$ cat src/rtl/io_cond_pkg.sv
// ----------------------------------------------------------------------------
// io_cond_pkg
//   Shared default constants for the io_cond_blink front-end conditioner.
//   Imported by io_cond_blink and its sync_bit synchroniser.
// ----------------------------------------------------------------------------
package io_cond_pkg;

   localparam int DEF_WIDTH          = 4;
   localparam int DEF_SYNC_STAGES    = 2;
   localparam int DEF_BLINK_BITS_CLK = 26;
   localparam int DEF_BLINK_BITS_PHI = 24;

endpackage : io_cond_pkg

$ cat src/rtl/io_cond_blink_sync_bit.sv
// ----------------------------------------------------------------------------
// sync_bit
//   Single-bit multi-flop synchroniser into the i_clk domain, cleared by the
//   asynchronous active-low reset.
// Ports
//   i_clk    in   1   sampling clock
//   i_rst_n  in   1   asynchronous active-low clear of every stage
//   i_d      in   1   asynchronous level to synchronise
//   o_q      out  1   last stage of the chain
// ----------------------------------------------------------------------------
module sync_bit
   import io_cond_pkg::*;
#(
   parameter int STAGES = DEF_SYNC_STAGES
) (
   input  logic i_clk,
   input  logic i_rst_n,
   input  logic i_d,
   output logic o_q
);

   logic [STAGES-1:0] chain;

   always_ff @(posedge i_clk or negedge i_rst_n) begin
      if (!i_rst_n) begin
         chain <= '0;
      end else begin
         chain <= {chain[STAGES-2:0], i_d};
      end
   end

   assign o_q = chain[STAGES-1];

endmodule : sync_bit

$ cat src/rtl/io_cond_blink.sv
// ----------------------------------------------------------------------------
// io_cond_blink
//   Front-end conditioner for asynchronous CPU-side signals in the i_clk
//   domain: synchronises a vector of async levels plus the CPU clock i_phi,
//   flags edges as one-cycle pulses, and drives two heartbeat blinks (one
//   free-running on i_clk, one advancing on synchronised i_phi rising edges).
//
// Build option
//   EDGE_FALL_EN  defined   : o_fall pulses on 1->0 of o_sync
//                 undefined : o_fall tied to zero (port kept)
//
// Ports
//   i_clk       in   1      system clock, sole clock of the block
//   i_rst_n     in   1      asynchronous active-low reset
//   i_phi       in   1      CPU clock, asynchronous to i_clk
//   i_async     in   WIDTH  asynchronous level inputs
//   o_sync      out  WIDTH  synchronised copy of i_async
//   o_rise      out  WIDTH  1-cycle pulse on 0->1 of o_sync
//   o_fall      out  WIDTH  1-cycle pulse on 1->0 of o_sync (EDGE_FALL_EN)
//   o_phi_sync  out  1      synchronised i_phi
//   o_phi_rise  out  1      1-cycle pulse on 0->1 of o_phi_sync
//   o_blink1    out  1      MSB of the free-running i_clk counter
//   o_blink2    out  1      MSB of the phi-edge counter
// ----------------------------------------------------------------------------
module io_cond_blink
   import io_cond_pkg::*;
#(
   parameter int WIDTH          = DEF_WIDTH,
   parameter int SYNC_STAGES    = DEF_SYNC_STAGES,
   parameter int BLINK_BITS_CLK = DEF_BLINK_BITS_CLK,
   parameter int BLINK_BITS_PHI = DEF_BLINK_BITS_PHI
) (
   input  logic             i_clk,
   input  logic             i_rst_n,
   input  logic             i_phi,
   input  logic [WIDTH-1:0] i_async,
   output logic [WIDTH-1:0] o_sync,
   output logic [WIDTH-1:0] o_rise,
   output logic [WIDTH-1:0] o_fall,
   output logic             o_phi_sync,
   output logic             o_phi_rise,
   output logic             o_blink1,
   output logic             o_blink2
);

   localparam logic [BLINK_BITS_CLK-1:0] CLK_STEP = BLINK_BITS_CLK'(1);
   localparam logic [BLINK_BITS_PHI-1:0] PHI_STEP = BLINK_BITS_PHI'(1);

   logic [WIDTH-1:0]          sync_prev;
   logic                      phi_prev;
   logic [BLINK_BITS_CLK-1:0] cnt_clk;
   logic [BLINK_BITS_PHI-1:0] cnt_phi;

   for (genvar g = 0; g < WIDTH; g++) begin : g_sync
      sync_bit #(
         .STAGES (SYNC_STAGES)
      ) u_sync_bit (
         .i_clk   (i_clk),
         .i_rst_n (i_rst_n),
         .i_d     (i_async[g]),
         .o_q     (o_sync[g])
      );
   end

   sync_bit #(
      .STAGES (SYNC_STAGES)
   ) u_sync_phi (
      .i_clk   (i_clk),
      .i_rst_n (i_rst_n),
      .i_d     (i_phi),
      .o_q     (o_phi_sync)
   );

   // prev clears to 0, so an input already high at reset release still
   // produces exactly one rise pulse once it reaches o_sync.
   always_ff @(posedge i_clk or negedge i_rst_n) begin
      if (!i_rst_n) begin
         sync_prev <= '0;
         phi_prev  <= 1'b0;
      end else begin
         sync_prev <= o_sync;
         phi_prev  <= o_phi_sync;
      end
   end

   assign o_rise     = o_sync & ~sync_prev;
   assign o_phi_rise = o_phi_sync & ~phi_prev;

`ifdef EDGE_FALL_EN
   assign o_fall = ~o_sync & sync_prev;
`else
   assign o_fall = '0;
`endif

   // Both counters wrap naturally; the phi counter only moves on a detected
   // edge, so a stopped i_phi freezes o_blink2.
   always_ff @(posedge i_clk or negedge i_rst_n) begin
      if (!i_rst_n) begin
         cnt_clk <= '0;
         cnt_phi <= '0;
      end else begin
         cnt_clk <= cnt_clk + CLK_STEP;
         if (o_phi_rise) begin
            cnt_phi <= cnt_phi + PHI_STEP;
         end
      end
   end

   assign o_blink1 = cnt_clk[BLINK_BITS_CLK-1];
   assign o_blink2 = cnt_phi[BLINK_BITS_PHI-1];

endmodule : io_cond_blink

$ cat config.mk
export PLATFORM = sky130hd
export DESIGN_NAME = io_cond_blink
export DESIGN_NICKNAME = d
export VERILOG_FILES = /design/src/rtl/io_cond_pkg.sv /design/src/rtl/io_cond_blink_sync_bit.sv /design/src/rtl/io_cond_blink.sv
export SDC_FILE = /design/constraint.sdc
export NUM_CORES = 1
export LEC_CHECK = 0
export BUFFER_PORTS_ARGS = -buffer_cell sky130_fd_sc_hd__buf_4
export CORE_AREA = 3 3 70 72
export DETAILED_ROUTE_END_ITERATION = 8
export DIE_AREA = 0 0 73 75
export PLACE_DENSITY = 0.79
export SETUP_SLACK_MARGIN = 0.2
export SLEW_MARGIN = 20
export SYNTH_ARGS = -nofsm -noshare
export SYNTH_HDL_FRONTEND = slang
export SYNTH_SLANG_ARGS = --single-unit
$ cat constraint.sdc
create_clock -name i_clk -period 4.8 [get_ports i_clk]
set_input_delay 0.48 -clock i_clk [delete_from_list [all_inputs] [get_ports i_clk]]
set_output_delay 0.48 -clock i_clk [all_outputs]
set_load 0.02 [all_outputs]
==> results by group <==
Placement
  • DP HPWL: 2550 um
  • Placement-stage cell area: 0.00276 mm2
  • GP Congestion: 0.746
  • Cells after DPL: 276
  • Port bufs: 18

Synth
  • Synth warn: 0
  • Leading cell types by count after synthesis: dfrtp_1 (65), xnor2_1 (26), xor2_1 (21)
  • Most frequent cell after synthesis: dfrtp_1
  • Async SR Flop Fraction: 1.00
  • Ranking of synthesized cells by area: dfrtp_1 (62%), xnor2_1 (8.7%), xor2_1 (7.0%)
  • Primary FF master, synth: dfrtp_1
  • Leading area contributor after synthesis: dfrtp_1
  • Syn Inst Count: 214
  • Post-synthesis cell type count: 23
  • Share of the synthesized area in the top cell type: 0.620
  • Mapped Area: 0.00263 mm2
  • Flops & latches, synth: 65
  • Number of flops mapped to enable cells by yosys: 0
  • Seq/Total Area, Yosys: 0.620
  • Mean post-synth cell area: 12.3 um2

Cells and area
  • Area delta synth->final: 13.2%
  • Nets@finish: 244
  • Layout Cells excl Fill: 292
  • Fill cells: 316
  • Share of layout cells above drive strength 1: 0.150
  • ANT cells: 0
  • Final Instance Area: 0.00297 mm2

Floorplanning
  • CORE AREA: 0.00435 mm2
  • Die Span X: 73 um
  • Starting Density: 0.603
  • # rows: 24
  • Die Ht: 75 um
  • I/O Pins: 23
  • DIE AREA: 0.00548 mm2

Clock network
  • Clock Sink Count: 65
  • Total CTS buffers: 9
  • Clk_lat worst skew: 330 ps
  • Root Buffer: clkbuf_8
  • Clock slew at reported path FFs: 70 ps
  • PostCTS Resize Cnt: 0
  • Post-CTS setup buffers: 0
  • Cts hold-fix bufs: 0
  • CTS tree: done
  • Total number of H-tree levels: 3
  • Max Buffers Root-to-Sink: 2

Setup path
  • Data arrival, critical path: 2310 ps
  • Crit start category: flop
  • CP required: 5050 ps
  • Critical path peak fanout: 11
  • Critical path type: reg2reg
  • CP endpoint kind: flop

Routing
  • Drt wl/cell: 12.9 um
  • Total Wirelength: 3780 um
  • Routed wl met3: 164 um
  • Antenna Nets Post-Route: 0
  • Via-to-Cell Ratio: 5.29
  • Met1 WL: 1790 um
  • Via count: 1,546
  • Met2 WL: 1750 um
  • Max Used Layer: met4
  • TritonRoute pass-1 iters: 4
  • DRC violations left: 0
  • DR iter-0 viols: 64

Run status
  • Status: complete, no violations

Min path
  • Hold crit path type: in2async

Pwr
  • VDD IR max: 234 uV
  • Pwr/cell area: 386 mW/mm2
  • P_leak: 1.42 nW

STA
  • Tightest hold margin: 223 ps
  • RSZ-0062 raised after global routing: false
  • Fin. max-slew vios: 0
  • Setup tns final: 0 ps
  • Worst slew pin tran: 944 ps
  • Final setup vio count: 0
  • Final cycle utilization of the critical path: 0.428
  • Max Clock Freq: 0.487 GHz
  • Final hold violations: 0
  • Fin crit period: 2050 ps
  • Max_slew headroom: 0.365
  • Clock skew: 7.54 ps

Global route
  • Largest net degree at the start of global routing: 66
  • GRT overflow: 0
  • Number of global-route vias before repair: 1,576
  • Total GRT Usage: 0.174
  • First-pass GRT wire length: 7120 um
  • Initial antenna violation count: 0

Flow run
  • Max-cap viol count: 0
[cell families (layout without fill, tap and decap cells)]
family	Yosys count	in the layout	synth area share
fa+ha+maj	2	2	0.00953
buf+inv	16	39	0.0372
mux	1	1	0.00429
xor+xnor	47	47	0.157
flops	65	65	0.620
other cells	1	4	0.00143
simple gates	82	82	0.171
[area by class of cell]
type | instances | area [um2] | area share
Clock inverter | 2 | 35.0 | 0.0118
Clock buffer | 14 | 173 | 0.0581
Tap cell | 52 | 65.1 | 0.0219
Multi-Input combinational cell | 136 | 918 | 0.309
Sequential cell | 65 | 1630 | 0.547
Inverter | 5 | 18.8 | 0.00632
Timing Repair Buffer | 18 | 135 | 0.0455
[placed cells by master (no fill, tap or decap), types with 2 or more instances in the layout]
cell,netlist,layout
nand4_1,12,12
nand3_1,17,17
xor2_1,21,21
nand2_1,14,14
conb_1,1,4
xnor2_1,26,26
nor4_1,9,8
nor2b_1,5,5
ha_1,2,2
nor3_1,8,8
dfrtp_1,65,65
buf_4,8,18
nor2_1,9,9
clkbuf_1,2,2
clkbuf_8,0,12
and3_1,3,3
inv_1,5,5
[through the flow]
step / total power [mW] / util / worst slack [ps]
floorplan: 0.663 / - / 2960
global placement: 0.688 / 0.633 / 2790
CTS: 1.16 / 0.681 / 2700
global route: 1.20 / 0.682 / 2370
detailed placement: 0.692 / 0.633 / 2690
finish: 1.15 / 0.682 / 2750
[critical path, stage by stage (launching register included)]
cell and delay [ps]:
dfrtp_1 380, nor2b_1 410, nand4_1 510, nor4_1 490
xor2_1 190
[worst paths after layout]
path / depth (start not counted) / startpoint / slack (ps) / to
min in group i_clk: 1 / i_phi / 250 / u_sync_phi.chain[0]$_DFF_PN0_
hold reg to reg: 0 / g_sync[2].u_sync_bit.chain[0]$_DFF_PN0_ / 350 / g_sync[2].u_sync_bit.chain[1]$_DFF_PN0_
setup / recovery: 4 / u_sync_phi.chain[1]$_DFF_PN0_ / 2750 / cnt_phi[13]$_DFFE_PN0P_
hold / removal: 1 / i_rst_n / 220 / sync_prev[3]$_DFF_PN0_
max in group asynchronous: 1 / i_rst_n / 4090 / cnt_phi[1]$_DFFE_PN0P_
setup reg to reg: 4 / u_sync_phi.chain[1]$_DFF_PN0_ / 2750 / cnt_phi[13]$_DFFE_PN0P_
[registers in the layout, indices dropped and copies added (netlist names)]
signal,flops
phi_prev,1
u_sync_phi.chain,2
g_sync.u_sync_bit.chain,8
cnt_clk,26
cnt_phi,24
sync_prev,4
[report_power, final]
group          internal (mW)  switching, mW  leakage [nW]
combinational         0.0317         0.0384         0.464
clock                  0.282          0.186         0.107
sequential             0.578         0.0319         0.849
total                  0.891          0.257          1.42
[routing by layer]
metal	up-vias	global-route usage
met1	749	0.218
met3	8	0.0641
li1	757	-
met2	32	0.271
met4	0	0.0799
met5	-	0
No activity file was read; power rests on OpenSTA's default activity.
